[config.mk]
export PLATFORM = sky130hd
export DESIGN_NAME = mash_mod_cfg
export DESIGN_NICKNAME = d
export VERILOG_FILES = /design/src/rtl/mash_mod_cfg.sv
export SDC_FILE = /design/constraint.sdc
export NUM_CORES = 1
export LEC_CHECK = 0
export ABC_AREA = 1
export BUFFER_PORTS_ARGS = -buffer_cell sky130_fd_sc_hd__clkbuf_2
export CORE_MARGIN = 2
export CORE_UTILIZATION = 65
export CTS_CLUSTER_DIAMETER = 80
export DETAILED_ROUTE_END_ITERATION = 8
export GPL_TIMING_DRIVEN = 0
export PLACE_DENSITY = 0.79
export SYNTH_ARGS = -nofsm -noshare
export SYNTH_HDL_FRONTEND = slang
export SYNTH_SLANG_ARGS = --single-unit
[constraint.sdc]
create_clock -name clk -period 26.9 [get_ports clk]
set_input_delay 5.38 -clock clk [delete_from_list [all_inputs] [get_ports clk]]
set_output_delay 5.38 -clock clk [all_outputs]
set_load 0.03 [all_outputs]
[src/rtl/mash_mod_cfg.sv]
// mash_mod_cfg: runtime-configurable MASH 1-1-..-1 delta-sigma modulator
// with programmable modulus, selectable order and optional LFSR LSB dither.
module mash_mod_cfg #(
    parameter int WIDTH_MODULUS = 16,
    parameter int MAX_ORDER     = 4,
    parameter int OUT_W         = MAX_ORDER + 1
) (
    input  logic                             clk,
    input  logic                             rst,
    input  logic                             en,
    input  logic [WIDTH_MODULUS-1:0]         frac_in,
    input  logic                             cfg_valid,
    output logic                             cfg_ready,
    input  logic [$clog2(MAX_ORDER+1)-1:0]   cfg_order,
    input  logic [WIDTH_MODULUS-1:0]         cfg_modulus,
    input  logic                             cfg_dither,
    output logic signed [OUT_W-1:0]          data_out,
    output logic                             out_valid,
    output logic                             clamp_err
);
    localparam int W  = WIDTH_MODULUS;
    localparam int OW = $clog2(MAX_ORDER + 1);

    typedef enum logic [1:0] {IDLE, RUN, FLUSH} state_t;

    state_t state, state_nxt;

    logic [OW-1:0] order, order_c;
    logic [W-1:0] modulus, modulus_c;
    logic dither;
    logic [14:0] lfsr;
    logic [W-1:0] acc [MAX_ORDER];
    logic [W-1:0] acc_nxt [MAX_ORDER];
    logic signed [OUT_W-1:0] hist [MAX_ORDER];
    logic signed [OUT_W-1:0] t [MAX_ORDER];
    logic [MAX_ORDER-1:0] carry;
    logic [W-1:0] f;
    logic [W:0] stage_in, sum, diff;
    logic clamp, accept, advance;

    always_ff @(posedge clk or posedge rst) begin
        if (rst) state <= IDLE;
        else     state <= state_nxt;
    end

    always_comb begin
        state_nxt = state;
        cfg_ready = 1'b0;
        accept    = 1'b0;
        case (state)
            IDLE, RUN: begin
                cfg_ready = 1'b1;
                accept    = cfg_valid;
                if (cfg_valid) state_nxt = FLUSH;
                else           state_nxt = en ? RUN : IDLE;
            end
            FLUSH:   state_nxt = en ? RUN : IDLE;
            default: state_nxt = IDLE;
        endcase
    end

    // A configuration accept on an enabled edge takes priority over a sample.
    assign advance = en & ~accept;

    always_comb begin
        if (cfg_order == '0)
            order_c = OW'(1);
        else if (int'(cfg_order) > MAX_ORDER)
            order_c = OW'(MAX_ORDER);
        else
            order_c = cfg_order;
        modulus_c = (cfg_modulus < W'(2)) ? W'(2) : cfg_modulus;
    end

    always_comb begin
        clamp    = frac_in >= modulus;
        f        = clamp ? modulus - W'(1) : frac_in;
        stage_in = {1'b0, f} + (W+1)'(dither & lfsr[0]);
        sum      = '0;
        diff     = '0;
        carry    = '0;
        for (int k = 0; k < MAX_ORDER; k++) begin
            acc_nxt[k] = '0;
            if (k < int'(order)) begin
                sum        = {1'b0, acc[k]} + stage_in;
                diff       = sum - {1'b0, modulus};
                carry[k]   = sum >= {1'b0, modulus};
                acc_nxt[k] = carry[k] ? diff[W-1:0] : sum[W-1:0];
                stage_in   = {1'b0, acc_nxt[k]};
            end
        end
        // Nested differentiators: t_k = c_k + (1 - z^-1) t_{k+1}.
        t[MAX_ORDER-1] = OUT_W'(carry[MAX_ORDER-1]);
        for (int k = MAX_ORDER - 2; k >= 0; k--)
            t[k] = OUT_W'(carry[k]) + t[k+1] - hist[k+1];
    end

    always_ff @(posedge clk or posedge rst) begin
        if (rst) begin
            order     <= OW'(1);
            modulus   <= '1;
            dither    <= 1'b0;
            lfsr      <= 15'h0001;
            clamp_err <= 1'b0;
            out_valid <= 1'b0;
            for (int k = 0; k < MAX_ORDER; k++) begin
                acc[k]  <= '0;
                hist[k] <= '0;
            end
        end else begin
            out_valid <= 1'b0;
            if (en)
                lfsr <= {lfsr[13:0], lfsr[14] ^ lfsr[13]};
            if (accept) begin
                order   <= order_c;
                modulus <= modulus_c;
                dither  <= cfg_dither;
                for (int k = 0; k < MAX_ORDER; k++) begin
                    acc[k]  <= '0;
                    hist[k] <= '0;
                end
            end else if (advance) begin
                out_valid <= 1'b1;
                clamp_err <= clamp_err | clamp;
                for (int k = 0; k < MAX_ORDER; k++) begin
                    acc[k]  <= acc_nxt[k];
                    hist[k] <= t[k];
                end
            end
        end
    end

    // The first-stage history register is exactly the last output sample.
    assign data_out = hist[0];

endmodule

* Word level (Yosys, flattened, before mapping) *
Index checks and enable logic that the tools add are counted.
W data, S select, Z words.

operators by class
  $lt $le $gt $ge = 11
  muxes and demuxes = 30
  $add $sub $neg = 16
  bitwise logic cells = 5
  equality and inequality tests = 2
  reduce and logical (&&, ||, !) cells = 5

operators with widths
  kind                     count
  $mux W16                 10
  $mux W64                 2
  $add A16 B17 Y17         4
  $ge A17 B16 Y1           4
  $sub A16 B16 Y16         4
  $mux W17                 3
  $mux W20                 2
  $add A16 B1 Y17          1
  $ge A16 B16 Y1           1
  $lt A16 B2 Y1 const B    1
  $sub A16 B1 Y16 const B  1
  $add A1 B5 Y5            2
  $sub A5 B5 Y5            2
  $mux W1                  9
  $lt A1 B3 Y1 const A     2
  $lt A2 B3 Y1 const A     2
  $mux W3                  2
  $sub A2 B5 Y5            1
  $pmux W2 S2              1
  $gt A3 B3 Y1 const B     1
  $logic_not A3 Y1         1
  $add A1 B1 Y2            1
  $and A1 B1 Y1            2
  $eq A2 B1 Y1 const B     1
  other kinds (9)          9

storage, ports and cells
  flip-flop bits (word level) = 123
  input port bits = 40
  logic and storage cells = 84
  output and inout port bits = 8

* Longest topological paths before layout *
  depth in word-level cells = 26
  gate-level depth with buffers = 132

* Least setup slack after synthesis *
No wires, ideal clock.

  kind = input port to flip-flop
  from = input frac_in[11]
  to = register hist (netlist bit data_out[4])
  stages = 118
  data arrival time = 23.440 ns
  data required time = 26.804 ns
  path buffers = 4
  setup slack = 3.364 ns
  path through = ha_1 a21oi_2 o21ai_2 a21oi_4 nand2_4 buf_6 o21ai_0 ha_1 ha_1 inv_1 nor2_1 nand2_2 nor3_1 xnor2_1 ha_1 nand2_1 inv_1 nand3_1 [... 82 more ...] nand2_1 ha_1 inv_1 ha_1 inv_1 ha_1 inv_1 ha_1 inv_1 fa_1 inv_1 ha_1 inv_1 fa_1 nor2_1 a211oi_1 xor2_1 o31ai_1

on the way
  cells in the longest elaborated chain, start to end = 26
  elaborated cells between the ends (all ways) = 32
  classes of those cells = 14 x add/sub; 5 x order compare; 13 x mux

ends and longest elaborated chain
  element                                             RTL line  text
  from (decl)                                         11        input logic [WIDTH_MODULUS-1:0] frac_in,
  $ge A16 B16 Y1                                      76        clamp = frac_in >= modulus;
  $mux W16 *                                          77        f = clamp ? modulus - W'(1) : frac_in;
  $add A16 B1 Y17 *                                   78        stage_in = {1'b0, f} + (W+1)'(dither & lfsr[0]);
  $add A16 B17 Y17                                    85        sum = {1'b0, acc[k]} + stage_in;
  $sub A16 B16 Y16 or $ge A17 B16 Y1 (tied branches)  86, 87
  $mux W16                                            88        acc_nxt[k] = carry[k] ? diff[W-1:0] : sum[W-1:0];
  $mux W17                                            84        if (k < int'(order)) begin
  $add A16 B17 Y17                                    85
  [... 10 more ...]                                   n/a
  $add A1 B1 Y2                                       95        t[k] = OUT_W'(carry[k]) + t[k+1] - hist[k+1];
  $sub A2 B5 Y5                                       95
  $add A1 B5 Y5                                       95
  $sub A5 B5 Y5                                       95
  $add A1 B5 Y5 *                                     95
  $sub A5 B5 Y5 *                                     95
  $mux W20 *                                          122       end else if (advance) begin
  $mux W20 *                                          114       if (accept) begin
  to (signal, indexed assignment)                     127       hist[k] <= t[k];
  to (decl)                                           34        logic signed [OUT_W-1:0] hist [MAX_ORDER];

Every way passes the cells marked *; elsewhere a longest branch is shown, timed or not. The select of a mux whose other input is x is not followed.
A chain may end at the register's enable or synchronous reset.

* Final worst setup path *
Ends and elaborated chain as after synthesis.

==> results.yml <==
outcome:
  run_status: "finished, final reports clean"
synth:
  synth_seq_area_share: 0.210
  synth_ff_type: "dfrtp_1"
  yosysWarnings: 0
  syn-cell-area_um2: 13900
  synth_area_per_cell_um2: 6.95
  synth-seq-cells: 116
  synth_cell_type_count: 63
  proportion_of_synthesized_flip_flops_having_asynchronous_set_or_reset: 1.00
  synth_edf_count: 0
  synthesis.nets: 2224
  syn-instance-count: 2001
run:
  drv.max_cap_violation_count: 0
sta:
  timing.clock.skew_ps: 10.1
  tightest_slew_ps: 936
  report.final.hold_viol_count: 0
  portion_of_the_clock_cycle_consumed_by_the_worst_path_in_the_final_layout: 0.953
  drv_slew: 0
  setup-violations-final: 0
  max_freq_mhz: 39.0
  tightest_slew_margin_relative_to_the_limit: 0.374
  post-route-min-period_ps: 25630
  timing.final.ws_setup_ps: 1270
  finalHoldWorstSlack_ps: 470
critical_path:
  setup.worst_path.class: "in -> reg"
  path_common_cell: "ha_1"
  path_max_fanout: 10
  end_kind: "register"
  cp_data_required_time_ps: 27190
  crit_path_max_incr_delay_ps: 420
  worstSetupStartpointType: "primary input"
  critical_path.slowest_cell: "a211oi_4"
  critical_path_arrival_ps: 25920
floorplanning:
  i_o_pins: 48
  die_area_um2: 22600
  initial_core_util: 0.662
  fp.dieH_um: 150
  rows: 53
  die_w_um: 150
  core_area_um2: 21000
cts:
  holdBufCountCts: 0
  h-tree-depth: 4
  cts_num_sinks: 116
  clk_path_buf_depth: 2
  numCtsBuffers: 17
  clockRootBuffer: "clkbuf_16"
  tritoncts_clock_tree: "done"
  path_clk_slew_ps: 60
  clk-insertion-delay-late_ps: 430
detailed_routing:
  routedWlPerCell_um: 18.8
  routed_wirelength_um: 44500
  via_count: 14182
  route.detailed.drc: 0
  dr.first_iter.drc_count: 1251
  ant_nets: 0
  firstDrtPassIters: 6
  detail_route.vias_per_cell: 5.99
layout:
  final_common_cell: "nand2_1"
  area.growth.synth_to_final_pct: 10.9
  mostFrequentLayoutCells: "nand2_1 (501), inv_1 (253), ha_1 (170), nand3_1 (148), a21oi_1 (109)"
  fin_nets: 2302
  stdcell_count: 2367
  drive_gt1_frac: 0.114
  final_design_area_no_fill_um2: 15400
  antenna_cells: 0
grt:
  globalRouteTotalUtil: 0.399
  overflow_left_after_global_routing: 0
  first_pass_grt_wire_length_um: 69200
  number_of_antenna_violations_at_the_first_check_in_global_routing: 0
  grt_start_max_net_pins: 95
  vias_in_the_first_global_route: 13255
placement:
  detailedPlacementHpwl_um: 34300
  port-buffer-count: 46
  placement.cell_area_um2: 14500
  dp_cells: 2323
  gp_routability_congestion: 1.00
  preCtsSetupSlack_ps: -1140
min_path:
  timing.hold.worst.class: "reg -> reg"
kinds of logic after synthesis:
family                   Yosys count  share of synthesized area
flip-flops                       116                      0.210
AO/OA/AOI/OAI                    337                      0.139
XOR/XNOR                         134                     0.0849
buffers and inverters            308                     0.0890
AND/OR/NAND/NOR                  923                      0.307
adder cells (fa/ha/maj)          183                      0.170
registers in the layout (all words and copies together), names as in the netlist:
name,count
data_out,5
modulus,16
order,3
acc,64
state,1
lfsr,15
out_valid,1
dither,1
clamp_err,1
hist,9
critical path, delay by kind of cell:
kind | cells | cell delay (ps)
AO/OA/AOI/OAI | 31 | 5510
AND/OR/NAND/NOR | 44 | 5240
adder cells (fa/ha/maj) | 20 | 5900
buffers and inverters | 18 | 2180
XOR/XNOR | 7 | 1650
synth_stat cells, types with 6 or more instances:
cell	count	area share
a21o_1	6	0.0032
a21oi_1	117	0.042
a31oi_1	11	0.0049
and2_1	30	0.013
buf_2	9	0.0032
buf_4	8	0.0043
clkbuf_1	25	0.0067
dfrtp_1	98	0.18
dfstp_2	18	0.034
fa_1	10	0.014
ha_1	173	0.16
inv_1	254	0.069
nand2_1	504	0.14
nand2_2	24	0.011
nand2_4	6	0.0049
nand3_1	148	0.053
nand3_2	10	0.0072
nand3b_1	12	0.0065
nand4_1	46	0.021
nor2_1	95	0.026
nor3_1	15	0.0054
nor4_1	10	0.0045
o2111ai_1	7	0.0044
o21ai_0	92	0.033
o21ai_1	42	0.015
o21bai_1	17	0.0092
o22ai_1	6	0.0027
xnor2_1	40	0.025
xor2_1	93	0.059
metal layers:
metal  global-route usage  part of all wire  up-vias  wire length (um)
met2                0.615              0.43      678             19200
li1                     -                 -     6805                 -
met4                0.199             0.057        0              2550
met5                    0                 0        -                 0
met1                0.533              0.42     6575             18600
met3               0.0764             0.094      124              4210
worst paths after layout:
path | slack, ps | from | depth (start not counted) | to
min in group asynchronous | 4880 | rst | 2 | order[2]
max | 1270 | frac_in[11] | 120 | data_out[4]
max reg2reg | 5310 | modulus[11] | 120 | data_out[4]
max in group asynchronous | 21280 | rst | 3 | hist[10]
min | 470 | lfsr[5] | 2 | lfsr[5]
min reg2reg | 470 | lfsr[5] | 2 | lfsr[5]
layout make-up:
| class | count | area, um^2 |
|---|---|---|
| multi-input cells | 1577 | 9950 |
| fillers | 1728 | 5590 |
| flip-flops and latches | 116 | 2930 |
| inverters | 261 | 985 |
| clock buffers | 18 | 439 |
| repair buffers | 59 | 348 |
| well taps | 275 | 344 |
| plain buffers | 47 | 263 |
| clock inverters | 14 | 178 |
timing repair:
| action | 4_1_cts | 5_1_grt |
|---|---|---|
| setup endpoints to repair | 3 | 8 |
| resized for setup | 5 | 44 |
| buffers inserted | 0 | 12 |
| pin swaps | 0 | 12 |
| hold endpoints to repair | 0 | 0 |
stage by stage:
| stage | setup TNS (ps) | util |
|---|---|---|
| floorplan | 0 | - |
| global placement | -733 | 0.689 |
| detailed placement | -2310 | 0.691 |
| CTS | 0 | 0.722 |
| global route | -97.2 | 0.734 |
| finish | 0 | 0.734 |
Power is not shown: default switching activity piles up to over one toggle a cycle in this logic, so the estimate is an artifact.
